==> config.mk <==
export PLATFORM = sky130hd
export DESIGN_NAME = hex_count_source
export DESIGN_NICKNAME = d
export VERILOG_FILES = /design/src/rtl/hex_count_source.sv
export SDC_FILE = /design/constraint.sdc
export NUM_CORES = 1
export LEC_CHECK = 0
export CORE_ASPECT_RATIO = 0.8
export CORE_MARGIN = 1
export CORE_UTILIZATION = 50
export DETAILED_ROUTE_END_ITERATION = 12
export GPL_TIMING_DRIVEN = 0
export PLACE_DENSITY_LB_ADDON = 0.12
export SLEW_MARGIN = 20
export SYNTH_ARGS = -nofsm -noshare
export SYNTH_HDL_FRONTEND = slang
export SYNTH_SLANG_ARGS = --single-unit
==> constraint.sdc <==
create_clock -name clock -period 4.9 [get_ports clock]
set_clock_uncertainty 0.05 [all_clocks]
set_input_delay 1.225 -clock clock [delete_from_list [all_inputs] [get_ports clock]]
set_output_delay 1.225 -clock clock [all_outputs]
set_load 0.005 [all_outputs]
==> src/rtl/hex_count_source.sv <==
// Multi-digit hex/BCD counter advanced by a selectable rate divider; HEX_COUNT_BCD_EN selects BCD digits.
// Latency: digits/tick/wrap registered, tick and wrap coincide with the updated count; no backpressure.
module hex_count_source #(
  parameter int DIGITS = 4,
  parameter int RATE1  = 50000000,
  parameter int RATE2  = 25000000,
  parameter int RATE3  = 12500000
) (
  input  logic                  clock,
  input  logic                  reset,
  input  logic                  enable,
  input  logic [1:0]            speed,
  input  logic                  clear,
  input  logic                  load,
  input  logic [4*DIGITS-1:0]   load_value,
  output logic [4*DIGITS-1:0]   digits,
  output logic                  tick,
  output logic                  wrap
);

  localparam int W    = 4 * DIGITS;
  localparam int MAXR = (RATE1 > RATE2) ? ((RATE1 > RATE3) ? RATE1 : RATE3)
                                        : ((RATE2 > RATE3) ? RATE2 : RATE3);
  localparam int DW   = $clog2(MAXR);

  logic [DW-1:0] div_q;
  logic [DW-1:0] reload;
  logic [1:0]    speed_q;
  logic          speed_chg;
  logic          div_zero;
  logic          advance;
  logic [W-1:0]  next_count;
  logic          next_wrap;

  always_comb begin
    reload = '0;
    case (speed)
      2'b01:   reload = DW'(RATE1 - 1);
      2'b10:   reload = DW'(RATE2 - 1);
      2'b11:   reload = DW'(RATE3 - 1);
      default: reload = '0;
    endcase
  end

  // A speed change spends its edge reloading the divider instead of advancing.
  assign speed_chg = (speed != speed_q);
  assign div_zero  = (div_q == '0);
  assign advance   = enable & div_zero & ~speed_chg;

`ifdef HEX_COUNT_BCD_EN
  logic bcd_carry;

  // Any digit at 9 or above (loaded A..F) rolls to 0 and carries on.
  always_comb begin
    bcd_carry  = 1'b1;
    next_count = digits;
    for (int k = 0; k < DIGITS; k++) begin
      if (bcd_carry) begin
        if (digits[4*k +: 4] >= 4'd9) begin
          next_count[4*k +: 4] = 4'd0;
        end else begin
          next_count[4*k +: 4] = digits[4*k +: 4] + 4'd1;
          bcd_carry            = 1'b0;
        end
      end
    end
    next_wrap = bcd_carry;
  end
`else
  assign {next_wrap, next_count} = {1'b0, digits} + (W+1)'(1);
`endif

  always_ff @(posedge clock or posedge reset) begin
    if (reset) begin
      digits  <= '0;
      tick    <= 1'b0;
      wrap    <= 1'b0;
      div_q   <= '0;
      speed_q <= 2'b00;
    end else begin
      speed_q <= speed;
      if (clear) begin
        digits <= '0;
        div_q  <= '0;
        tick   <= 1'b0;
        wrap   <= 1'b0;
      end else if (load) begin
        digits <= load_value;
        div_q  <= '0;
        tick   <= 1'b0;
        wrap   <= 1'b0;
      end else begin
        tick <= advance;
        wrap <= advance & next_wrap;
        if (advance) begin
          digits <= next_count;
        end
        if (speed_chg) begin
          div_q <= reload;
        end else if (enable) begin
          div_q <= div_zero ? reload : (div_q - DW'(1));
        end
      end
    end
  end

endmodule
==> metrics.cfg <==
[power]
power_density_nw_per_um2=271
p_sw_mw=0.308
leakage_nw=1.54
clkPwrFrac=0.292
intPower_mw=0.669
seqPwrFrac=0.441
ir_worst_vdd_mv=0.174
p_sw_frac=0.315
power_frac_comb=0.266

[outcome]
status=completed

[floorplanning]
start_util=0.533
die_area_um2=6310
core_um2=5620
die_w_um=88.5
chipHeight_um=71.2
io_pins=41
num_rows=24

[setup_path]
critPathRequiredTime_ns=5.07
cp_slowest_stage_delay_ns=0.62
cp.arrival_ns=3.58
cp_num_cells=8
worstSetupEndpointType=flop
path_cells=clkdlybuf4s50_1 > xnor2_1 > and2_2 > clkbuf_1 > nand2_1 > a21oi_1 > o311ai_0 > o211ai_1
critPathBufInv=2
crit_fanout=10
r2r_setup_slack_ns=2.23
r2r_cells=10
startpoint=speed[0]
start_kind=input port
worstSetupPathType=in2reg
crit_family=buffers and inverters
worstSetupEndpoint=div_q[19]
timing.rr.start=div_q[0]
critPathSlowestCell=clkdlybuf4s50_1
r2r_end=div_q[23]

[grt]
grt_pass1_wl_um=13000
grt_usage=0.273
grt-ovfl-total=0
antenna_found_initial=0
grt_pass1_vias=2586
grt_start_max_net_pins=29

[cells_and_area]
area_growth_pct=20.2
multiInputGateArea_um2=1670
final_cell_mix=dfrtp_1 (46), clkdlybuf4s50_1 (38), a21oi_1 (28)
postLayoutCoreUtil=0.641
final.fill_count=481
final_common_cell=dfrtp_1
drive_above_1_share=0.0902
diodes=0
finalNetCount=407
register_area_um2=1150

[routing]
routed_via_density=6.10
firstDrtPassIters=5
drtAntennaViolNets=0
wl_per_cell_um=17.7
routed_wl_um=8070
drc_errors=0
drt_first_iter_violations=264
vias=2775

[min_path]
min_path_type=reg2reg
hp-start=div_q[20]

[yosys]
synth-compound-area-share=0.184
muxShareOfSynthArea=0.0171
synth_area_leaders=dfrtp_1 (38%), a21oi_1 (4.7%), xor2_1 (3.8%), o21a_1 (3.5%), ha_1 (3.3%)
synthAdderAreaFrac=0.0334
netlist.area_leader.share=0.384
syn-cell-area_um2=3000
yosys_warnings=0
syn_nets=361
seq_area_frac_synth=0.384
synth-simple-area-share=0.262
synth_top_cell_by_area=dfrtp_1
synthCells=330
synth-seq-cells=46
avgSynthCellArea_um2=9.08
yosysUniqueCellTypes=52
synth_top_family_by_area=simple AND/OR/NAND/NOR gates
yosys.area_share.xor_xnor=0.0614

[timing]
finalSetupTns_ns=0
hold-worst-slack_ns=0.544
max_freq_mhz=293
hold_violations=0
worstMarginPinSlew_ns=0.908
rsz0062_at_grt=false
fin_ws_ns=1.49
period_needed_ns=3.41
timing.final.crit_share=0.696
relSlewSlack=0.389
setup_violations=0
drv_slew=0

[clocking]
clk_latency_ns=0.30
cts_buffers=5
cts.path.max_buffers=2
cts-root-buf=clkbuf_8
cts_setup_buffers=0
clock-sinks=46
cts_tree=done
cts_max_level=2
clk_pin_slew_ns=0.09
cts_resized=0
cts_hold_buf=0

[job]
max-cap-violations=0

[place]
gp_congestion=0.951
hpwl_um=5930
port_buffers=38
dp_slack_ns=1.21

[cell type report]
cell class | count | share of cell area
multi-input cells | 247 | 0.464
flip-flops and latches | 46 | 0.320
well taps | 78 | 0.0271
plain buffers | 15 | 0.0250
clock buffers | 7 | 0.0212
clock inverters | 1 | 0.00834
repair buffers | 39 | 0.111
inverters | 22 | 0.0229
[cell families after synthesis]
kind of cell | after synthesis
adders and majority gates | 8
AOI/OAI and AO/OA | 87
buffers and inverters | 37
DFF | 46
xor gates and xnor gates | 21
muxes | 5
and+or+nand+nor | 126
[flip-flops by register name, summed over array words and instances, names as in the netlist]
name and count:
div_q 26, digits 16, speed_q 2, tick 1, wrap 1
[worst reg2reg max path: stages, from the launching register on]
cell      delay (ns)
dfrtp_1         0.49
inv_1           0.10
ha_1            0.22
nor2b_1         0.26
and4_1          0.24
buf_6           0.13
nand4_1         0.20
a21oi_1         0.34
nand2b_1        0.18
buf_2           0.23
o22ai_1         0.16
[metrics by stage]
step                total power, mW  std cells  area (um^2)
floorplan                     0.607        330         3000
global placement              0.686        446         3470
detailed placement            0.694        447         3490
CTS                           0.977        455         3600
global route                   1.02        455         3600
finish                        0.977        455         3600
[worst min path at each step]
| stage | slack (ns) | endpoint | cells past startpoint |
|---|---|---|---|
| after floorplan | 0.44 | div_q[24] | 2 |
| after global placement | 0.49 | div_q[24] | 2 |
| after detailed placement | 0.52 | div_q[16] | 2 |
| after CTS | 0.54 | div_q[16] | 2 |
| after global routing | 0.57 | div_q[20] | 2 |
| final | 0.54 | div_q[20] | 2 |
[power groups by stage]
stage | logic (mW) | clock network (mW) | registers, mW
after floorplan | 0.175 | 0 | 0.432
after global placement | 0.249 | 0 | 0.437
after detailed placement | 0.256 | 0 | 0.438
after CTS | 0.257 | 0.290 | 0.430
after global routing | 0.285 | 0.301 | 0.434
final | 0.260 | 0.286 | 0.431
[synthesized netlist by cell type (all sizes together)]
cell and n:
nand3b 1, o21ai 17, nor4 15, or4 9, o211ai 5, a221oi 1, a32oi 2, nand2b 2
a211oi 1, a31oi 1, and3 4, a22oi 1, nand3 13, buf 4, o21a 14, a311oi 1
o221ai 2, mux2 1, xnor2 8, o31ai 4, nand2 18, inv 22, nand4 11, dfrtp 46
xor2 13, nor3 16, clkbuf 11, o41ai 1, and4 1, nor2b 1, o22ai 4, nand4b 1
or2 2, and2 3, or3 4, nor2 25, mux2i 4, ha 8, o311ai 4, a21bo 1
a21oi 28
[metal layers]
layer,up-vias,wire [um],track usage
li1,1314,-,-
met4,0,59,0.0645
met2,114,3480,0.375
met1,1340,3940,0.430
met3,7,587,0.0657
met5,-,0,0
Note: power is estimated with default switching activity, not from simulation.
